[src/rtl/hazard_stall_if.sv]
// hazard_stall_if: hazard inputs and pipeline enable/flush outputs; slave = stall unit, master = pipeline side
interface hazard_stall_if #(parameter int CNT_W = 16);
  logic [4:0] Rs1, Rs2, Rd1;
  logic UseRs1, UseRs2, MemRead1, BranchTaken, MemReq, MemReady;
  logic PCWrite, IFIDWrite, IFIDFlush, IDEXWrite, IDEXFlush, EXMEMWrite, mem_timeout;
  logic [CNT_W-1:0] stall_count;
  modport slave (
    input  Rs1, Rs2, Rd1, UseRs1, UseRs2, MemRead1, BranchTaken, MemReq, MemReady,
    output PCWrite, IFIDWrite, IFIDFlush, IDEXWrite, IDEXFlush, EXMEMWrite, mem_timeout, stall_count
  );
  modport master (
    output Rs1, Rs2, Rd1, UseRs1, UseRs2, MemRead1, BranchTaken, MemReq, MemReady,
    input  PCWrite, IFIDWrite, IFIDFlush, IDEXWrite, IDEXFlush, EXMEMWrite, mem_timeout, stall_count
  );
endinterface

[src/rtl/hazard_stall_unit.sv]
// hazard_stall_unit: load-use/mem-wait/branch stall-flush control; ports clk, reset (sync high), h (hazard_stall_if.slave)
module hazard_stall_unit #(
  parameter int LOAD_STALL  = 1,
  parameter int MEM_TIMEOUT = 255,
  parameter int CNT_W       = 16
) (
  input logic clk,
  input logic reset,
  hazard_stall_if.slave h
);
  typedef enum logic [1:0] {RUN, LU_STALL, MEM_WAIT} state_t;
  state_t state_q, state_d, saved_q, saved_d, eff;
  logic [3:0] lu_cnt_q, lu_cnt_d;
  logic [7:0] wait_cnt_q, wait_cnt_d;
  logic timeout_q, timeout_d;
  logic [CNT_W-1:0] cnt_q, cnt_d;
  logic load_use, mem_hold, stall, pc_we, lu_start;
  always_comb begin
    load_use = h.MemRead1 && h.Rd1 != 5'd0 &&
               ((h.UseRs1 && h.Rs1 == h.Rd1) || (h.UseRs2 && h.Rs2 == h.Rd1));
    mem_hold = h.MemReq && !h.MemReady;
    // a wait that just completed behaves as the state it interrupted
    eff      = (state_q == MEM_WAIT) ? saved_q : state_q;
    stall    = (eff == LU_STALL) || (eff == RUN && load_use);
    lu_start = eff == RUN && load_use && !h.BranchTaken && LOAD_STALL > 1;
    pc_we    = !mem_hold && (h.BranchTaken || !stall);
    h.PCWrite     = pc_we;
    h.IFIDWrite   = pc_we;
    h.IFIDFlush   = !mem_hold && h.BranchTaken;
    h.IDEXWrite   = !mem_hold;
    h.IDEXFlush   = !mem_hold && (h.BranchTaken || stall);
    h.EXMEMWrite  = !mem_hold;
    h.mem_timeout = timeout_q;
    h.stall_count = cnt_q;
    state_d = mem_hold ? MEM_WAIT :
              h.BranchTaken ? RUN :
              lu_start ? LU_STALL :
              (eff == LU_STALL && lu_cnt_q != 4'd1) ? LU_STALL : RUN;
    saved_d  = (mem_hold && state_q != MEM_WAIT) ? state_q : saved_q;
    lu_cnt_d = mem_hold ? lu_cnt_q :
               h.BranchTaken ? 4'd0 :
               lu_start ? 4'(LOAD_STALL - 1) :
               (eff == LU_STALL) ? lu_cnt_q - 4'd1 : lu_cnt_q;
    wait_cnt_d = !mem_hold ? 8'd0 : (&wait_cnt_q) ? wait_cnt_q : wait_cnt_q + 8'd1;
    timeout_d  = timeout_q || (mem_hold && wait_cnt_d >= 8'(MEM_TIMEOUT));
    cnt_d      = (!pc_we && !(&cnt_q)) ? cnt_q + CNT_W'(1) : cnt_q;
  end
  always_ff @(posedge clk) begin
    if (reset) begin
      state_q    <= RUN;
      saved_q    <= RUN;
      lu_cnt_q   <= 4'd0;
      wait_cnt_q <= 8'd0;
      timeout_q  <= 1'b0;
      cnt_q      <= '0;
    end else begin
      state_q    <= state_d;
      saved_q    <= saved_d;
      lu_cnt_q   <= lu_cnt_d;
      wait_cnt_q <= wait_cnt_d;
      timeout_q  <= timeout_d;
      cnt_q      <= cnt_d;
    end
  end
endmodule

[src/flat_wrapper.sv]
// flat-port wrapper written by rule: the top's interface ports become plain ports
module hazard_stall_unit_flat 
#(
  parameter int LOAD_STALL  = 1,
  parameter int MEM_TIMEOUT = 255,
  parameter int CNT_W       = 16
)
  (clk, reset, h_Rs1, h_Rs2, h_Rd1, h_UseRs1, h_UseRs2, h_MemRead1, h_BranchTaken, h_MemReq, h_MemReady, h_PCWrite, h_IFIDWrite, h_IFIDFlush, h_IDEXWrite, h_IDEXFlush, h_EXMEMWrite, h_mem_timeout, h_stall_count);
  hazard_stall_if #(.CNT_W(CNT_W)) h_i ();
  input logic clk;
  input logic reset;
  input wire logic [$bits(h_i.Rs1)-1:0] h_Rs1;
  input wire logic [$bits(h_i.Rs2)-1:0] h_Rs2;
  input wire logic [$bits(h_i.Rd1)-1:0] h_Rd1;
  input wire logic [$bits(h_i.UseRs1)-1:0] h_UseRs1;
  input wire logic [$bits(h_i.UseRs2)-1:0] h_UseRs2;
  input wire logic [$bits(h_i.MemRead1)-1:0] h_MemRead1;
  input wire logic [$bits(h_i.BranchTaken)-1:0] h_BranchTaken;
  input wire logic [$bits(h_i.MemReq)-1:0] h_MemReq;
  input wire logic [$bits(h_i.MemReady)-1:0] h_MemReady;
  output wire logic [$bits(h_i.PCWrite)-1:0] h_PCWrite;
  output wire logic [$bits(h_i.IFIDWrite)-1:0] h_IFIDWrite;
  output wire logic [$bits(h_i.IFIDFlush)-1:0] h_IFIDFlush;
  output wire logic [$bits(h_i.IDEXWrite)-1:0] h_IDEXWrite;
  output wire logic [$bits(h_i.IDEXFlush)-1:0] h_IDEXFlush;
  output wire logic [$bits(h_i.EXMEMWrite)-1:0] h_EXMEMWrite;
  output wire logic [$bits(h_i.mem_timeout)-1:0] h_mem_timeout;
  output wire logic [$bits(h_i.stall_count)-1:0] h_stall_count;
  assign h_i.Rs1 = h_Rs1;
  assign h_i.Rs2 = h_Rs2;
  assign h_i.Rd1 = h_Rd1;
  assign h_i.UseRs1 = h_UseRs1;
  assign h_i.UseRs2 = h_UseRs2;
  assign h_i.MemRead1 = h_MemRead1;
  assign h_i.BranchTaken = h_BranchTaken;
  assign h_i.MemReq = h_MemReq;
  assign h_i.MemReady = h_MemReady;
  assign h_PCWrite = h_i.PCWrite;
  assign h_IFIDWrite = h_i.IFIDWrite;
  assign h_IFIDFlush = h_i.IFIDFlush;
  assign h_IDEXWrite = h_i.IDEXWrite;
  assign h_IDEXFlush = h_i.IDEXFlush;
  assign h_EXMEMWrite = h_i.EXMEMWrite;
  assign h_mem_timeout = h_i.mem_timeout;
  assign h_stall_count = h_i.stall_count;
  hazard_stall_unit #(.LOAD_STALL(LOAD_STALL), .MEM_TIMEOUT(MEM_TIMEOUT), .CNT_W(CNT_W)) u_core (.clk(clk), .reset(reset), .h(h_i));
endmodule
[config.mk]
export PLATFORM = sky130hd
export DESIGN_NAME = hazard_stall_unit_flat
export DESIGN_NICKNAME = d
export VERILOG_FILES = /design/src/rtl/hazard_stall_if.sv /design/src/rtl/hazard_stall_unit.sv /design/src/flat_wrapper.sv
export SDC_FILE = /design/constraint.sdc
export NUM_CORES = 1
export LEC_CHECK = 0
export CORE_MARGIN = 2
export CORE_UTILIZATION = 44
export DETAILED_ROUTE_END_ITERATION = 8
export DONT_BUFFER_PORTS = 1
export GPL_TIMING_DRIVEN = 0
export PLACE_DENSITY_LB_ADDON = 0.05
export SLEW_MARGIN = 20
export SYNTH_ARGS = -nofsm -noshare
export SYNTH_HDL_FRONTEND = slang
export SYNTH_SLANG_ARGS = --single-unit
[constraint.sdc]
create_clock -name clk -period 5.65 [get_ports clk]
set_clock_uncertainty 0.05 [all_clocks]
set_input_delay 1.695 -clock clk [delete_from_list [all_inputs] [get_ports clk]]
set_output_delay 1.695 -clock clk [all_outputs]
set_load 0.1 [all_outputs]
==> metrics.csv, run 1 <==
stage,metric,value,unit
outcome,status,completed,
critical_path,peak per-stage delay on the critical path,0.55,ns
grt,first-pass GRT wire length,7.47,mm
logic_synthesis,post-synthesis sequential area ratio,33.7,%
grt,initial antenna violation count,0,
timing,max-slew violations,0,
critical_path,Crit path max-delay family,buffers and inverters,
placement,routability congestion estimate from global placement,0.812,
logic_synthesis,ys async rst share,0,%
critical_path,Worst Path Buf+Inv,5,
timing,fmax,181,MHz
power,worst vdd ir,0.128,mV
clocking,Root Driver,clkbuf_8,
logic_synthesis,Synthesized Nets,253,
flow_run,Max Cap Violations,0,
critical_path,WP data required,3.90,ns
clocking,worst skew pair latency,0.28,ns
floorplan,Die Y,70.8,um
critical_path,CP arrival,3.77,ns
critical_path,crit path cell chain,nor2b_1 -> buf_2 -> nor2_4 -> nor2_1 -> a21o_4 -> inv_6 -> buf_12 -> buf_8 -> buf_4,
final_layout,layout cell share with drive strength beyond 1,17.1,%
clocking,hold buffer count at cts,0,
route,routed vias/inst,5.92,
final_layout,# nets final,260,
logic_synthesis,Gate Count Post-Synth,226,
timing,Rel. slew slack,24.0,%
floorplan,Initial Utilization,45.3,%
clocking,post-CTS setup buffers,0,
clocking,post-cts resize count,0,
route,DRC viols,0,
critical_path,CP Capture Type,output pin,
critical_path,crit path launch type,input port,
final_layout,Area growth syn-to-layout,8.42,%
logic_synthesis,"FF+latch count, synth",33,
critical_path,"Max FO, Critical Path",11,
placement,IO Port Bufs,0,
worst_hold_path,Hold Path Class,reg -> reg,
grt,GR Overflow Total,0,
timing,Setup TNS Final,0,ns
logic_synthesis,synth unique cells,50,
clocking,Max H-tree Level,2,
timing,Slew @ Worst Pin,1.14,ns
timing,"Setup violations, final",0,
clocking,Num Clock Sinks,33,
clocking,Clock transition at path regs,0.06,ns
logic_synthesis,ys flop type,dfxtp_1,
final_layout,ant diodes,0,
floorplan,io pins,46,
final_layout,"Core Util, Final",49.2,%
logic_synthesis,YS warnings,0,
critical_path,Critical-path top delay cell,nor2_4,
critical_path,Worst Reg-to-Reg Cells,8,
floorplan,row cnt,24,
route,antenna violation net count after detailed routing,0,
timing,final-report hold violation count,0,
floorplan,core area,4320,um2
grt,vias in the first global route,1569,
power,LEAKAGE,0.675,nW
clocking,CTS Buf Count,5,
critical_path,stages on the worst setup path,9,
critical_path,crit path kind,in -> out,
clocking,CTS tree,built,
route,vias,1692,
timing,Tcrit/Tclk final,97.7,%
route,Detailed Route Iter0 Violations,64,
route,drt total wl,4.42,mm
timing,crit path time final,5.52,ns
logic_synthesis,Post-synth EDFFs,0,
grt,largest net degree at the start of global routing,12,
route,WL/cell,15.4,um
final_layout,filler instances,414,
route,drt pass-1 iters,4,
grt,Total Routing Usage GR,18.2,%
floorplan,full die area,5010,um2
worst_hold_path,Hold Path Depth,2,
power,pwr/cell area,220,nW/um2
clocking,maximum clock insertion buffer count,2,
timing,RSZ-0062 raised after global routing,no,
placement,HPWL Detailed,3.29,mm
logic_synthesis,Post-Syn Area,1960,um2
timing,WHS,0.445,ns
floorplan,Die X,70.8,um
logic_synthesis,syn_area_per_cell,8.68,um2
==> metrics by stage <==
stage | cells | total power [mW] | instance area, um2 | setup slack [ns]
after CTS | 286 | 0.472 | 2120 | 0.128
after global routing | 286 | 0.487 | 2130 | 0.0392
after detailed placement | 278 | 0.302 | 2040 | 0.132
after global placement | 278 | 0.301 | 2030 | 0.117
final | 286 | 0.469 | 2130 | 0.132
after floorplan | 226 | 0.295 | 1970 | 0.214
==> cells in the final DEF (no fill, tap or decap), drive strengths merged <==
cell,count
dfxtp,33
nor2,23
nand3,16
nand2,15
xnor2,14
a21oi,14
clkbuf,11
inv,10
o21ai,9
nor3,9
o31ai,8
buf,8
or4,7
nor2b,6
nand4,5
mux2,5
and3,4
ha,4
nor4,4
nand2b,3
and2,3
or3,3
o22ai,2
a211oi,2
a2111oi,2
mux2i,2
a31oi,2
o211ai,2
a21o,2
and4,1
a41oi,1
nand3b,1
o31a,1
o41ai,1
nand4b,1
==> area by class of cell <==
cell class | instances | area [um2] | share of cell area (%)
multi-input cells | 172 | 1190 | 55.9
clock buffers | 8 | 80.1 | 3.77
well taps | 52 | 65.1 | 3.06
inverters | 10 | 42.5 | 2.00
plain buffers | 11 | 88.8 | 4.18
flip-flops and latches | 33 | 662 | 31.1
==> worst min-delay path, stage by stage (launching register included) <==
cell and delay (ns):
dfxtp_1 0.31, o21ai_0 0.07, a21oi_1 0.07
==> sequential cells by signal, indices dropped and copies added (netlist names) <==
name and cells:
u_core.h.mem_timeout 1, u_core.lu_cnt_q 4, u_core.h.stall_count 16, u_core.wait_cnt_q 8, u_core.saved_q 2, u_core.state_q 2
==> kinds of logic after synthesis <==
| logic type | share of synthesized area, % |
|---|---|
| simple gates | 28.8 |
| compound gates | 17.2 |
| flops | 33.7 |
| buf+inv | 6.70 |
| xor+xnor | 6.25 |
| mux | 4.85 |
| fa+ha+maj | 2.55 |
==> power breakdown <==
| group | total [mW] | leakage, nW | switching [mW] | internal, mW |
|---|---|---|---|---|
| logic | 0.0550 | 0.369 | 0.0389 | 0.0160 |
| clock network | 0.172 | 0.0395 | 0.0842 | 0.0875 |
| registers | 0.242 | 0.267 | 0.00789 | 0.234 |
==> cell usage after synthesis, drive strengths merged (3+ instances only) <==
cell type	count	share of area [%]
dfxtp	33	34
nor2	23	4.4
nand3	16	4.3
nand2	15	2.9
a21oi	14	4.9
xnor2	14	6.3
inv	10	2.2
nor3	9	3.3
o21ai	9	2.5
buf	8	4.0
o31ai	8	3.3
or4	7	2.7
nor2b	6	1.9
mux2	5	3.8
nand4	5	1.6
and3	4	1.3
ha	4	2.6
nor4	4	2.2
and2	3	0.96
clkbuf	3	0.57
nand2b	3	0.96
or3	3	0.96
==> metal layers <==
metal	global-route usage, %	wire, um
met1	23.3	2040
met5	0	0
met2	29.2	2000
met4	5.03	39
met3	6.13	334
==> worst paths after layout <==
| check | start | endpoint | slack [ns] |
|---|---|---|---|
| worst min-delay path | u_core.saved_q[0] | u_core.saved_q[0] | 0.45 |
| worst max register to register | u_core.h.stall_count[3] | u_core.h.stall_count[4] | 2.55 |
| worst min register to register | u_core.saved_q[0] | u_core.saved_q[0] | 0.45 |
| worst max-delay path | h_MemReq | h_PCWrite | 0.13 |
Note: power is estimated with default switching activity, not from simulation.
==> inputs of run 2 (changes only) <==
Settings changed: PLACE_DENSITY set to 0.58, PLACE_DENSITY_LB_ADDON 0.05 to unset.
==> run 2 against run 1 <==
  * Total power rose by 13%
  * Sequential power barely moved
  * Clock-buffer cell count fell by 1
  * Worst hold slack got worse by 0.010 ns
  * First-iteration DRC count rose by 4.7%
  * Non-clock buffer count did not move
  * Global-route usage rose by 0.22 points
==> metrics.csv, run 2 (synthesis gave the netlist of run 1 again) <==
stage,metric,value,unit
clocking,post-CTS setup buffers,0,
outcome,status,completed,
clocking,CTS Buf Count,5,
floorplan,full die area,5010,um2
placement,routability congestion estimate from global placement,0.816,
route,drt pass-1 iters,4,
clocking,worst skew pair latency,0.28,ns
grt,Total Routing Usage GR,18.4,%
final_layout,layout cell share with drive strength beyond 1,17.9,%
clocking,Num Clock Sinks,33,
clocking,hold buffer count at cts,0,
floorplan,io pins,46,
timing,RSZ-0062 raised after global routing,no,
route,DRC viols,0,
placement,HPWL Detailed,3.13,mm
placement,placed insts,278,
critical_path,crit path kind,in -> out,
final_layout,cell area after layout,2160,um2
critical_path,CP arrival,3.76,ns
clocking,maximum clock insertion buffer count,2,
final_layout,"Core Util, Final",50.0,%
route,WL/cell,14.7,um
route,drt total wl,4.21,mm
timing,final-report hold violation count,0,
floorplan,core area,4320,um2
critical_path,WP data required,3.90,ns
power,Switching Fraction,25.6,%
grt,vias in the first global route,1580,
grt,largest net degree at the start of global routing,12,
timing,crit path time final,5.51,ns
power,Sw Pwr,0.136,mW
route,routed vias/inst,5.72,
final_layout,fin cells,286,
timing,max-slew violations,0,
timing,"Setup violations, final",0,
power,internal power,0.394,mW
route,vias,1637,
clocking,CTS tree,built,
placement,IO Port Bufs,0,
grt,initial antenna violation count,0,
grt,first-pass GRT wire length,7.53,mm
power,clock share of power,44.0,%
clocking,Clock transition at path regs,0.07,ns
final_layout,ant diodes,0,
power,pwr/cell area,245,nW/um2
placement,Placed Area,2040,um2
timing,Tcrit/Tclk final,97.5,%
power,worst vdd ir,0.133,mV
power,Seq pwr share,45.7,%
final_layout,"commonest non-fill, non-tap cell in the layout",dfxtp_1,
worst_hold_path,Hold Path Class,reg -> reg,
route,antenna violation net count after detailed routing,0,
critical_path,crit path launch type,input port,
floorplan,row cnt,24,
critical_path,"Max FO, Critical Path",11,
clocking,post-cts resize count,0,
power,LEAKAGE,0.694,nW
clocking,Max H-tree Level,2,
timing,fmax,182,MHz
floorplan,Initial Utilization,45.3,%
final_layout,most frequent cells in the layout,"dfxtp_1 (32), nor2_1 (22), nand2_1 (15), nand3_1 (15), xnor2_1 (14)",
power,Tot Pwr,0.530,mW
grt,GR Overflow Total,0,
route,Detailed Route Iter0 Violations,67,
final_layout,max reg flops,16,
final_layout,Area growth syn-to-layout,10.3,%
floorplan,Die Y,70.8,um
power,Comb power frac,10.3,%
clocking,Root Driver,clkbuf_8,
timing,Setup TNS Final,0,ns
flow_run,Max Cap Violations,0,
timing,Slew @ Worst Pin,1.11,ns
final_layout,# nets final,260,
floorplan,Die X,70.8,um
timing,Rel. slew slack,25.8,%
critical_path,CP Capture Type,output pin,
==> run 2: cell count changes in the layout (fill, tap and decap cells not counted), sizes merged <==
cell	change
bufinv	+1
clkbuf	-1
==> run 2: metal layers <==
| layer | vias to the layer above | wire length [um] | track usage (%) |
|---|---|---|---|
| met1 | 759 | 1990 | 23.7 |
| met2 | 42 | 1860 | 29.5 |
| li1 | 832 | - | - |
| met3 | 4 | 318 | 5.27 |
| met4 | 0 | 43 | 6.29 |
| met5 | - | 0 | 0 |
==> run 2: layout make-up <==
| cell class | instances | area [um2] |
|---|---|---|
| flip-flops and latches | 33 | 662 |
| inverters | 10 | 42.5 |
| fillers | 441 | 2160 |
| well taps | 52 | 65.1 |
| plain buffers | 11 | 88.8 |
| clock buffers | 7 | 86.3 |
| clock inverters | 1 | 30.0 |
| multi-input cells | 172 | 1190 |
==> run 2: power groups by stage <==
| stage | clock, mW | combinational [mW] | sequential [mW] |
|---|---|---|---|
| 5_1_grt | 0.249 | 0.0583 | 0.242 |
| 2_1_floorplan | 0 | 0.0481 | 0.247 |
| 4_1_cts | 0.239 | 0.0548 | 0.242 |
| 3_5_place_dp | 0 | 0.0545 | 0.247 |
| 3_3_place_gp | 0 | 0.0541 | 0.247 |
| 6_report | 0.233 | 0.0547 | 0.242 |
==> run 2: worst max-delay path: stages <==
cell and delay, ns:
nor2b_1 0.10, buf_2 0.19, nor2_4 0.55, nor2_1 0.14, a21o_4 0.27, inv_6 0.08, buf_12 0.13, buf_8 0.24
buf_4 0.34
==> run 2: per-stage QoR <==
| step | worst slack [ns] | hold slack, ns |
|---|---|---|
| floorplan | 0.214 | 0.404 |
| global placement | 0.0779 | 0.419 |
| CTS | 0.128 | 0.430 |
| finish | 0.141 | 0.435 |
| detailed placement | 0.133 | 0.420 |
| global route | 0.0282 | 0.478 |
==> run 2: worst paths after layout <==
path	start	to	slack, ns	cells after the start
worst max register to register	u_core.h.stall_count[3]	u_core.h.stall_count[3]	2.60	8
worst min register to register	u_core.saved_q[0]	u_core.saved_q[0]	0.43	2
worst max-delay path	h_MemReq	h_PCWrite	0.14	9
worst min-delay path	u_core.saved_q[0]	u_core.saved_q[0]	0.43	2
==> inputs of run 3 (changes only) <==
Settings changed: SLEW_MARGIN 20 to 30.
==> run 3 against run 2 <==
  * Worst setup slack better by 0.00061 ns
  * Final cell count unchanged
  * Largest power group unchanged
  * Sequential power about the same
  * Highest routed layer unchanged
  * Via count up 1.6%
  * Combinational power about the same
  * Clock power down 24%
  * Flip-flop and latch count unchanged
  * Largest cell class unchanged
  * Cell area down 0.52%
  * Sequential share of layout area up 1.0 points
  * Maximum frequency about the same
  * Register-to-register slack better by 0.37 ns
==> metrics.csv, run 3 (synthesis gave the netlist of run 1 again) <==
stage,metric,value,unit
outcome,status,completed,
floorplan,Die X,70.8,um
critical_path,CP Capture Type,output pin,
critical_path,worst reg2reg startpoint,u_core.h.stall_count[3],
final_layout,max reg flops,16,
power,Seq pwr share,51.1,%
grt,largest net degree at the start of global routing,12,
clocking,CTS Buf Count,5,
final_layout,most frequent cells in the layout,"nor2_1 (22), dfxtp_1 (17), dfxtp_2 (16), nand2_1 (15), nand3_1 (15)",
clocking,post-cts resize count,0,
route,Detailed Route Iter0 Violations,80,
power,Sw Pwr,0.139,mW
critical_path,endpoint of the most critical setup path,h_PCWrite,
clocking,Num Clock Sinks,33,
power,pwr/cell area,220,nW/um2
timing,Setup TNS Final,0,ns
route,drt pass-1 iters,4,
timing,"Setup violations, final",0,
power,clock share of power,37.4,%
critical_path,peak per-stage delay on the critical path,0.56,ns
route,vias,1664,
placement,HPWL Detailed,3.15,mm
clocking,post-CTS setup buffers,0,
clocking,CTS tree,built,
grt,Total Routing Usage GR,18.9,%
power,Comb power frac,11.6,%
route,routed vias/inst,5.82,
final_layout,"Core Util, Final",49.7,%
power,internal power,0.335,mW
clocking,maximum clock insertion buffer count,2,
grt,vias in the first global route,1612,
floorplan,full die area,5010,um2
floorplan,Die Y,70.8,um
clocking,Root Driver,clkbuf_8,
placement,IO Port Bufs,0,
placement,routability congestion estimate from global placement,0.816,
power,worst vdd ir,0.155,mV
route,WL/cell,15.0,um
critical_path,"Max FO, Critical Path",11,
route,drt total wl,4.28,mm
final_layout,"commonest non-fill, non-tap cell in the layout",nor2_1,
route,DRC viols,0,
timing,RSZ-0062 raised after global routing,no,
critical_path,R2R setup slack,2.97,ns
final_layout,layout cell share with drive strength beyond 1,24.8,%
final_layout,# nets final,260,
critical_path,crit path kind,in -> out,
clocking,Max H-tree Level,2,
critical_path,WP data required,3.90,ns
critical_path,Worst Reg-to-Reg Cells,8,
timing,Rel. slew slack,36.0,%
worst_hold_path,Hold Path Class,reg -> reg,
floorplan,row cnt,24,
timing,final-report hold violation count,0,
timing,Slew @ Worst Pin,0.960,ns
critical_path,CP arrival,3.76,ns
critical_path,crit path launch type,input port,
clocking,worst skew pair latency,0.29,ns
final_layout,Area growth syn-to-layout,9.70,%
clocking,hold buffer count at cts,0,
timing,crit path time final,5.51,ns
clocking,Clock transition at path regs,0.07,ns
timing,max-slew violations,0,
final_layout,ant diodes,0,
floorplan,io pins,46,
critical_path,Critical-path top delay cell,nor2_4,
grt,GR Overflow Total,0,
floorplan,Initial Utilization,45.3,%
critical_path,crit path cell chain,nor2b_1 -> buf_2 -> nor2_4 -> nor2_1 -> a21o_4 -> inv_6 -> buf_12 -> buf_8 -> buf_4,
power,Switching Fraction,29.3,%
timing,fmax,182,MHz
power,LEAKAGE,0.687,nW
critical_path,R2R Path End,u_core.h.stall_count[3],
grt,initial antenna violation count,0,
floorplan,core area,4320,um2
route,antenna violation net count after detailed routing,0,
critical_path,worst setup path startpoint,h_MemReq,
timing,Tcrit/Tclk final,97.5,%
grt,first-pass GRT wire length,7.71,mm
flow_run,Max Cap Violations,0,
## run 3: cell types whose count changed in the layout (fill, tap and decap cells not counted)
cell	delta
bufinv_16	-1
clkbuf_1	-1
clkbuf_8	-1
clkinv_2	+2
clkinvlp_4	+1
dfxtp_1	-15
dfxtp_2	+15
## run 3: how the worst min path moves through the flow
stage                      startpoint           endpoint  slack [ns]  cells after the start
floorplan           u_core.saved_q[0]  u_core.saved_q[0]        0.40                      2
global placement    u_core.saved_q[0]  u_core.saved_q[0]        0.42                      2
detailed placement  u_core.saved_q[0]  u_core.saved_q[0]        0.42                      2
CTS                 u_core.saved_q[0]  u_core.saved_q[0]        0.43                      2
global route        u_core.saved_q[0]  u_core.saved_q[0]        0.48                      2
finish              u_core.saved_q[0]  u_core.saved_q[0]        0.43                      2
## run 3: through the flow
step / total power, mW / hold slack, ns / instance area, um2 / instances / setup WS, ns
floorplan: 0.295 / 0.404 / 1970 / 226 / 0.214
global placement: 0.301 / 0.419 / 2030 / 278 / 0.0779
detailed placement: 0.303 / 0.420 / 2060 / 278 / 0.122
CTS: 0.480 / 0.431 / 2140 / 286 / 0.120
global route: 0.493 / 0.479 / 2150 / 286 / 0.0227
finish: 0.474 / 0.434 / 2150 / 286 / 0.142
## run 3: layout make-up
| cell class | count | area [um2] |
|---|---|---|
| plain buffers | 11 | 88.8 |
| clock buffers | 5 | 68.8 |
| clock inverters | 3 | 17.5 |
| fillers | 440 | 2170 |
| inverters | 10 | 42.5 |
| multi-input cells | 172 | 1190 |
| flip-flops and latches | 33 | 681 |
| well taps | 52 | 65.1 |
## run 3: routing by layer
layer	up-vias	track usage (%)	share of wire (%)	wire length [um]
met4	0	5.66	0.68	29
met2	48	29.8	44	1890
met1	778	24.7	47	2020
met5	-	0	0	0
met3	2	6.27	7.9	338
li1	836	-	-	-
## run 3: critical path, delay by kind of cell
family	cells	cell delay, ns
buf+inv	5	0.98
simple gates	3	0.80
compound gates	1	0.28
## run 3: power groups by stage
stage | Combinational (mW) | Sequential, mW | Clock (mW)
after floorplan | 0.0481 | 0.247 | 0
after global placement | 0.0541 | 0.247 | 0
after detailed placement | 0.0551 | 0.248 | 0
after CTS | 0.0554 | 0.242 | 0.183
after global routing | 0.0588 | 0.242 | 0.192
final | 0.0548 | 0.242 | 0.177
